`src/rtl/alu_acc_stage_pkg.sv`:
```
// alu_acc_stage_pkg: shared definitions for the accumulator execute stage.
//   - ALU opcode encodings (OP_ADD .. OP_EQ)
//   - FSM state encoding (IDLE/EXEC/RESP)
//   - bit positions inside the 5-bit flag vector {less, equal, carry, overflow, zero}
package alu_acc_stage_pkg;

  localparam logic [2:0] OP_ADD = 3'b000;
  localparam logic [2:0] OP_SUB = 3'b001;
  localparam logic [2:0] OP_NOT = 3'b010;
  localparam logic [2:0] OP_AND = 3'b011;
  localparam logic [2:0] OP_OR  = 3'b100;
  localparam logic [2:0] OP_XOR = 3'b101;
  localparam logic [2:0] OP_LT  = 3'b110;
  localparam logic [2:0] OP_EQ  = 3'b111;

  typedef enum logic [1:0] {
    IDLE = 2'd0,
    EXEC = 2'd1,
    RESP = 2'd2
  } state_t;

  localparam int FLG_LESS = 4;
  localparam int FLG_EQ   = 3;
  localparam int FLG_CARRY = 2;
  localparam int FLG_OVF  = 1;
  localparam int FLG_ZERO = 0;

  localparam logic [3:0] ACC_RST = 4'b0000;

endpackage

```
`src/rtl/alu_signed_4bits.sv`:
```
// alu_signed_4bits: purely combinational 4-bit signed ALU.
// Ports:
//   a, b    in  4  operands (two's complement)
//   opt     in  3  opcode (see alu_acc_stage_pkg)
//   result  out 4  operation result
//   flags   out 5  {less, equal, carry, overflow, zero}
// Sub and both compares evaluate a + ~b + 1; carry is the raw adder
// carry-out (1 means "no borrow"). less/equal always describe a vs b as
// signed values; carry/overflow are 0 for the logic ops.
import alu_acc_stage_pkg::*;

module alu_signed_4bits (
  input  logic [3:0] a,
  input  logic [3:0] b,
  input  logic [2:0] opt,
  output logic [3:0] result,
  output logic [4:0] flags
);

  logic [4:0] add_sum;
  logic [4:0] sub_sum;
  logic       add_ovf;
  logic       sub_ovf;
  logic       carry;
  logic       ovf;

  assign add_sum = {1'b0, a} + {1'b0, b};
  assign sub_sum = {1'b0, a} + {1'b0, ~b} + 5'd1;
  assign add_ovf = (a[3] == b[3]) && (add_sum[3] != a[3]);
  assign sub_ovf = (a[3] != b[3]) && (sub_sum[3] != a[3]);

  always_comb begin
    result = 4'b0000;
    carry  = 1'b0;
    ovf    = 1'b0;
    case (opt)
      OP_ADD: begin
        result = add_sum[3:0];
        carry  = add_sum[4];
        ovf    = add_ovf;
      end
      OP_SUB, OP_LT, OP_EQ: begin
        result = sub_sum[3:0];
        carry  = sub_sum[4];
        ovf    = sub_ovf;
      end
      OP_NOT:  result = ~a;
      OP_AND:  result = a & b;
      OP_OR:   result = a | b;
      default: result = a ^ b;
    endcase
  end

  always_comb begin
    flags            = 5'b00000;
    // Signed a < b: sign of the difference corrected by overflow.
    flags[FLG_LESS]  = sub_sum[3] ^ sub_ovf;
    flags[FLG_EQ]    = (a == b);
    flags[FLG_CARRY] = carry;
    flags[FLG_OVF]   = ovf;
    flags[FLG_ZERO]  = (result == 4'b0000);
  end

endmodule

```
`src/rtl/alu_acc_stage.sv`:
```
// alu_acc_stage: valid/ready execute stage around alu_signed_4bits with a
// 4-bit accumulator as operand A and the command immediate as operand B.
// Ports:
//   clk, rst_n                 clock, synchronous active-low reset
//   in_valid/in_ready          command handshake
//   in_load, in_op, in_imm     command: load imm, or ALU op with imm as B
//   out_valid/out_ready        result handshake
//   out_result, out_flags      registered result and {less,equal,carry,ovf,zero}
//   acc                        architectural accumulator
//   sticky_ovf                 accumulated add/sub overflow
// Build option: define ALU_ACC_STICKY_EN to implement sticky_ovf; otherwise
// it is tied to 0.
// FSM: IDLE (accept) -> EXEC (ALU evaluates, results registered) -> RESP
// (hold until out_ready) -> IDLE. Peak rate is one command per 3 cycles.
import alu_acc_stage_pkg::*;

module alu_acc_stage (
  input  logic       clk,
  input  logic       rst_n,
  input  logic       in_valid,
  output logic       in_ready,
  input  logic       in_load,
  input  logic [2:0] in_op,
  input  logic [3:0] in_imm,
  output logic       out_valid,
  input  logic       out_ready,
  output logic [3:0] out_result,
  output logic [4:0] out_flags,
  output logic [3:0] acc,
  output logic       sticky_ovf
);

  state_t     state;
  logic       cmd_load;
  logic [2:0] cmd_op;
  logic [3:0] cmd_imm;
  logic [3:0] alu_result;
  logic [4:0] alu_flags;

  alu_signed_4bits u_alu (
    .a      (acc),
    .b      (cmd_imm),
    .opt    (cmd_op),
    .result (alu_result),
    .flags  (alu_flags)
  );

  always_ff @(posedge clk) begin
    if (!rst_n) begin
      state      <= IDLE;
      in_ready   <= 1'b1;
      out_valid  <= 1'b0;
      out_result <= 4'b0000;
      out_flags  <= 5'b00000;
      acc        <= ACC_RST;
      cmd_load   <= 1'b0;
      cmd_op     <= 3'b000;
      cmd_imm    <= 4'b0000;
    end else begin
      case (state)
        IDLE: begin
          if (in_valid) begin
            cmd_load <= in_load;
            cmd_op   <= in_op;
            cmd_imm  <= in_imm;
            in_ready <= 1'b0;
            state    <= EXEC;
          end
        end
        EXEC: begin
          if (cmd_load) begin
            out_result <= cmd_imm;
            out_flags  <= {4'b0000, cmd_imm == 4'b0000};
            acc        <= cmd_imm;
          end else begin
            out_result <= alu_result;
            out_flags  <= alu_flags;
            // Compare ops (LT/EQ) report only; the accumulator is kept.
            if (cmd_op != OP_LT && cmd_op != OP_EQ) acc <= alu_result;
          end
          out_valid <= 1'b1;
          state     <= RESP;
        end
        RESP: begin
          if (out_ready) begin
            out_valid <= 1'b0;
            in_ready  <= 1'b1;
            state     <= IDLE;
          end
        end
        default: begin
          state    <= IDLE;
          in_ready <= 1'b1;
        end
      endcase
    end
  end

`ifdef ALU_ACC_STICKY_EN
  logic sticky_q;

  always_ff @(posedge clk) begin
    if (!rst_n) begin
      sticky_q <= 1'b0;
    end else if (state == EXEC) begin
      if (cmd_load)
        sticky_q <= 1'b0;
      else if ((cmd_op == OP_ADD || cmd_op == OP_SUB) && alu_flags[FLG_OVF])
        sticky_q <= 1'b1;
    end
  end

  assign sticky_ovf = sticky_q;
`else
  assign sticky_ovf = 1'b0;
`endif

endmodule

```
`config.mk`:
```
export PLATFORM = sky130hd
export DESIGN_NAME = alu_acc_stage
export DESIGN_NICKNAME = d
export VERILOG_FILES = /design/src/rtl/alu_acc_stage_pkg.sv /design/src/rtl/alu_signed_4bits.sv /design/src/rtl/alu_acc_stage.sv
export SDC_FILE = /design/constraint.sdc
export NUM_CORES = 1
export LEC_CHECK = 0
export BUFFER_PORTS_ARGS = -buffer_cell sky130_fd_sc_hd__buf_2
export CAP_MARGIN = 20
export CORE_AREA = 8 8 64 66
export CTS_BUF_LIST = sky130_fd_sc_hd__clkbuf_4
export CTS_CLUSTER_DIAMETER = 30
export CTS_CLUSTER_SIZE = 25
export DETAILED_ROUTE_END_ITERATION = 6
export DIE_AREA = 0 0 72 74
export PLACE_DENSITY = 0.81
export REMOVE_ABC_BUFFERS = 1
export SYNTH_ARGS = -nofsm -noshare
export SYNTH_HDL_FRONTEND = slang
export SYNTH_SLANG_ARGS = --single-unit
```
`constraint.sdc`:
```
create_clock -name clk -period 6.4 [get_ports clk]
set_input_delay 1.28 -clock clk [delete_from_list [all_inputs] [get_ports clk]]
set_output_delay 1.28 -clock clk [all_outputs]
set_load 0.005 [all_outputs]
```
==> reports/qor.txt, run 1 <==
Io pins: 28
CTS root buf: clkbuf_4
# DRC: 0
Initial DRC count: 99
Ys flop type: dfxtp_1
Seq/Total Area, Yosys: 0.284
Synth Area in XOR/XNOR: 0
Final WL: 4210 um
Vias: 1577
Ys Warns: 0
Crit path from: acc[1]
Hold Buf Count CTS: 0
Worst-path clk slew: 0.14 ns
Met3 global-route usage: 0.0270
RSZ-0062 raised after global routing: false
Least-Margin Pin Slew: 0.797 ns
Worst-path cell chain: inv_1, ha_1, nor2_1, nor2_1, nor2_1, nor2_1, fa_1, nor4b_1, a211oi_2, a31oi_1, o21ai_0, a22o_1
Run status: complete, no violations
First-pass DRT Iterations: 4
Die area: 5330 sq um
Avg Inst Size Synth: 8.44 sq um
PwrDens: 192 nW/um^2
Worst setup path category: reg2reg
Asr flop ratio synth: 0
Synth area leaders: dfxtp_1, ha_1, nor2b_1, mux2i_1, fa_1
Max Cap Viol: 0
Layout Skew: 0.00254 ns
Vias in the first global route: 1522
Skew-Pair Late Insertion Delay: 0.33 ns
Compound-cell area share of the yosys netlist: 0.229
Fmax: 334 MHz
Hold Crit Class: reg2reg
Horiz. Die Dim: 72 um
Vias/cell: 5.80
Endpoint class of the critical path: flop
Sink Count: 25
Wire length per cell: 15.5 um
Nets: 254
Mux cell area share after synthesis: 0.0717
Yosys top cell area share: 0.284
Post-CTS Setup Inserts: 0
Largest delay share family, worst path: adder cells
Post-synth EDFFs: 0
Endpoints failing hold: 0
Met2 GRT Util: 0.280
Worst Hold Launch: out_result[0]
Placer congestion estimate: 0.915
Max_slew headroom: 0.468
Layout area overhead: 8.52%
Slew Viols, Final: 0
Fin Setup TNS: 0 ns
Total gr overflow: 0
Cell repeated most along the worst path: nor2_1
Site Rows: 21
CTS Buf Count: 3
Critical path required time: 6.64 ns
Largest area contributor in the netlist: dfxtp_1
Post-layout minimum cycle time: 2.99 ns
First-pass GRT wire length: 7060 um
CTS tree: done
Final ANT Viol Nets: 0
Critical-path maximum fanout: 7
WP buf/inv: 1
LEAKAGE: 0.810 nW
Post-synthesis cell area: 1760 sq um
Busiest grt layer: met2
Slowest library cell on the worst path: dfxtp_1
Mapped Cells: 209
Most common cell after layout, fill and taps aside: buf_2
Worst R2R Start: acc[1]
Tot GR Track Use: 0.166
Starting Density: 0.555
FF+latch count, synth: 25
Maximum VDD drop: 0.000183 V
Global-route met1 utilization: 0.208
Die height: 74 um
Largest family of logic cells by synthesized area: compound AO/OA/AOI/OAI gates
Largest net degree at the start of global routing: 27
ANT cells: 0
Total Power: 368 uW
CORE AREA: 3180 sq um
Most frequent cells in the layout: buf_2, dfxtp_1, nor2b_1
Crit share post-route: 0.468
Antenna violations before repair: 0
Distinct cells, synth: 51
# setup viols final: 0
Crit path launch type: flop
H-tree depth: 1
Max stage delay on crit path: 0.49 ns
Crit path DAT: 3.23 ns
# port buffers: 26
Synth Area in Simple Gates: 0.226
Hpwl dp: 3180 um
Post-cts resize count: 0
Synth Area in Adders: 0.119
Share of cells above drive strength 1: 0.146
Clock buffer depth: 2
[per-stage QoR]
step                hold WS (ns)  utilization  instance area [sq um]  std cells  setup WS, ns
finish                     0.470        0.602                   1910        272          3.41
global route               0.507        0.602                   1910        272          3.06
global placement           0.440        0.592                   1880        268          3.58
floorplan                  0.451            -                   1700        196          3.72
CTS                        0.471        0.602                   1910        272          3.43
detailed placement         0.449        0.592                   1880        268          3.46
[final cells by class]
type,instances,area (sq um)
inverters,14,52.6
well taps,46,57.6
flip-flops and latches,25,500
multi-input cells,157,1140
fillers,292,1270
repair buffers,26,130
clock buffers,4,30.0
[worst reg2reg max path, delay by kind of cell, from the launching register on]
family | cells | cell delay, ns
buffers and inverters | 1 | 0.13
flip-flops | 1 | 0.49
AO/OA/AOI/OAI | 4 | 0.76
adder cells (fa/ha/maj) | 2 | 0.85
AND/OR/NAND/NOR | 5 | 0.68
[final timing paths]
kind	depth (start not counted)	to	slack, ns
setup / recovery	12	out_flags[0]	3.41
hold / removal	2	out_result[0]	0.47
setup reg to reg	12	out_flags[0]	3.41
hold reg to reg	2	out_result[0]	0.47
[report_power, final]
| part | internal (mW) | switching [mW] | total, mW |
|---|---|---|---|
| logic | 0.0473 | 0.0579 | 0.105 |
| registers | 0.166 | 0.0181 | 0.184 |
| clock network | 0.0287 | 0.0496 | 0.0783 |
[synth_stat cells (4+ instances only)]
cell / count
nand2b_1: 4
ha_1: 12
a21boi_1: 5
inv_1: 13
clkbuf_1: 5
nand2_1: 13
dfxtp_1: 25
nor2_1: 15
a21oi_1: 9
nor2b_1: 18
nand3_1: 4
mux2i_1: 10
o21ai_0: 12
buf_2: 6
[per-layer routing]
metal	part of all wire	wire [um]
met1	0.48	2010
met2	0.47	1970
met3	0.037	156
met4	0.015	64
met5	0	0
[state kept, by name (all words and copies together) (netlist names)]
signal	count
cmd_imm	4
state	2
cmd_load	1
in_ready	1
acc	4
out_valid	1
cmd_op	3
out_flags	5
out_result	4
[cells by family (layout without fill, tap and decap cells)]
group                      count (synthesis)  in the layout
DFF                                       25             25
other                                      1              1
AOI/OAI and AO/OA                         57             57
muxes                                     11             11
adders and majority gates                 15             15
buffers and inverters                     27             44
and+or+nand+nor                           73             73
No activity file was read; power rests on OpenSTA's default activity.
==> run 2: changes to the inputs <==
Settings changed: CORE_AREA 8 8 64 66 to 8 8 67 69, DIE_AREA 0 0 72 74 to 0 0 75 77, PLACE_DENSITY 0.81 to 0.77.
Clock period 6.4 ns to 2.4 ns, I/O delays scaled along.
==> run 2 against run 1 <==
  * The run now ends with setup timing left
  * Setup slack got worse by 3.6 ns
  * Clock power rose to 2.5 times the previous value
  * First-iteration DRC count rose by 74%
  * Critical path depth rose by 1
  * Design area rose by 12%
  * Via count rose by 4.8%
  * Hold slack got worse by 0.064 ns
  * Largest power group unchanged
  * Highest routed layer unchanged
==> reports/qor.txt, run 2 (synthesis results as in run 1) <==
Share of cells above drive strength 1: 0.279 (+0.133)
Cell repeated most along the worst path: nor2_1
Area of the multi-input gates: 1190 sq um (+4.4%)
Largest net degree at the start of global routing: 27 (unchanged)
Capturing point of the worst reg2reg path: out_result[3]
Slowest library cell on the worst path: fa_1
Post-layout minimum cycle time: 2.59 ns (-0.402 ns)
Register with the most flip-flops: out_flags
Slew Viols, Final: 0 (unchanged)
Critical path required time: 2.61 ns (-4.03 ns)
RSZ-0062 raised after global routing: true
Placement Setup Slack: -0.176 ns (-3.64 ns)
# DRC: 0 (unchanged)
Maximum VDD drop: 0.000482 V (+160%)
Vias: 1652 (+4.8%)
WP buf/inv: 2 (+1)
Final worst setup slack: -0.193 ns (-3.60 ns)
Crit path from: cmd_imm[1]
Max_slew headroom: 0.572 (+0.104)
Wire length per cell: 14.8 um (-4.0%)
ANT cells: 0 (unchanged)
Initial DRC count: 172 (+74%)
Hold Crit Class: in2reg
Vias/cell: 5.60 (-3.4%)
Worst-path cell chain: inv_2, ha_4, nor2_2, nor2_1, nor2_1, nor2_1, fa_1, mux2i_1, a211oi_2, a31oi_2, buf_4, o211ai_1, a21boi_1
Termination of the worst setup path: out_result[3]
First-pass GRT wire length: 7230 um (+2.5%)
Most frequent cells in the layout: buf_2, dfxtp_1, buf_4
Run status: finished with violations
R2R setup slack: -0.19 ns (-3.60 ns)
CTS Buf Count: 3 (unchanged)
Antenna violations before repair: 0 (unchanged)
CTS root buf: clkbuf_4
Vias in the first global route: 1601 (+5.2%)
Filler cell count: 312 (+6.8%)
Io pins: 28 (unchanged)
LEAKAGE: 0.922 nW (+14%)
H-tree depth: 1 (unchanged)
Register area: 507 sq um (+1.2%)
Starting Density: 0.504 (-0.0502)
Fmax: 386 MHz (+15%)
Site Rows: 22 (+4.8%)
Sink Count: 25 (unchanged)
Largest delay share family, worst path: adder cells
Placer congestion estimate: 0.944 (+3.2%)
Worst setup path category: reg2reg
Clock buffer depth: 2 (unchanged)
Final ANT Viol Nets: 0 (unchanged)
Max stage delay on crit path: 0.54 ns (+0.05 ns)
Cell Count, Final, Fillers Out: 295 (+8.5%)
Failing checks: setup timing
Horiz. Die Dim: 75 um (+4.2%)
Worst R2R Start: cmd_imm[1]
Crit path launch type: flop
Largest register FFs: 5 (unchanged)
Endpoints failing hold: 0 (unchanged)
Nets: 275 (+8.3%)
CORE AREA: 3500 sq um (+10%)
Die height: 77 um (+4.1%)
Endpoint class of the critical path: flop
Die area: 5780 sq um (+8.4%)
# port buffers: 26 (unchanged)
Crit path DAT: 2.81 ns (-0.42 ns)
Total gr overflow: 0 (unchanged)
Layout area overhead: 21.0%
Critical-path maximum fanout: 3 (-4)
CP Depth: 13 (+1)
Max Cap Viol: 0 (unchanged)
# setup viols final: 3 (+3)
Hpwl dp: 3220 um (+1.4%)
Final WL: 4380 um (+4.1%)
CTS tree: done
Tot GR Track Use: 0.151 (-0.0155)
Total Power: 1.05 mW (+190%)
Least-Margin Pin Slew: 0.642 ns (-0.156 ns)
Worst-path clk slew: 0.13 ns (about the same)
Post-DP Area: 2030 sq um (+7.7%)
Cells after DPL: 289 (+7.8%)
Final Cell Area: 2130 sq um (+12%)
Layout Skew: 0.00797 ns (+0.00543 ns)
Most common cell after layout, fill and taps aside: buf_2
PwrDens: 492 nW/um^2 (+160%)
Crit share post-route: 1.08 (+0.612)
WHS: 0.406 ns (-0.0644 ns)
First-pass DRT Iterations: 4 (unchanged)
Skew-Pair Late Insertion Delay: 0.32 ns (about the same)
Worst R2R Path Depth: 13 (+1)
-- run 2: layout make-up --
type / count / share of cell area
Multi-Input combinational cell: 157 / 0.559
Timing Repair Buffer: 47 / 0.137
Inverter: 14 / 0.0246
Tap cell: 48 / 0.0282
Sequential cell: 25 / 0.238
Clock buffer: 4 / 0.0141
-- run 2: through the flow --
stage / utilization / TNS [ns]
final: 0.610 / -0.505
after detailed placement: 0.580 / -0.497
after global routing: 0.610 / -0.818
after CTS: 0.597 / -0.229
after floorplan: - / -0.664
after global placement: 0.580 / -0.130
-- run 2: worst min path at each step --
stage / depth (start not counted) / startpoint / to
after floorplan: 2 / out_flags[1] / out_flags[1]
after global placement: 2 / out_result[0] / out_result[0]
after detailed placement: 2 / out_result[0] / out_result[0]
after CTS: 3 / in_imm[0] / cmd_imm[0]
after global routing: 3 / in_imm[0] / cmd_imm[0]
final: 3 / in_imm[0] / cmd_imm[0]
-- run 2: what timing repair did --
| item | in CTS | in global routing |
|---|---|---|
| buffers inserted | 0 | 2 |
| pin swaps | 11 | 10 |
| gates resized for setup | 9 | 9 |
| setup endpoints to repair | 3 | 3 |
| hold buffers | 0 | 0 |
-- run 2: report_power, final --
part           internal (mW)  switching [mW]
combinational          0.184           0.191
clock                 0.0764           0.121
sequential             0.444          0.0348
total                  0.704           0.346
-- run 2: metal layers --
| metal | global-route usage | vias to the layer above | routed length, um |
|---|---|---|---|
| met2 | 0.247 | 59 | 2150 |
| met5 | 0 | - | 0 |
| met1 | 0.194 | 768 | 1900 |
| met3 | 0.0221 | 8 | 280 |
| met4 | 0.0451 | 0 | 50 |
| li1 | - | 817 | - |
-- run 2: worst reg2reg max path: cells and delay by family (launching register included) --
family	cells	cell delay, ns
fa+ha+maj	2	0.78
mux	1	0.10
buf+inv	2	0.22
flops	1	0.35
simple gates	4	0.29
compound gates	4	0.74
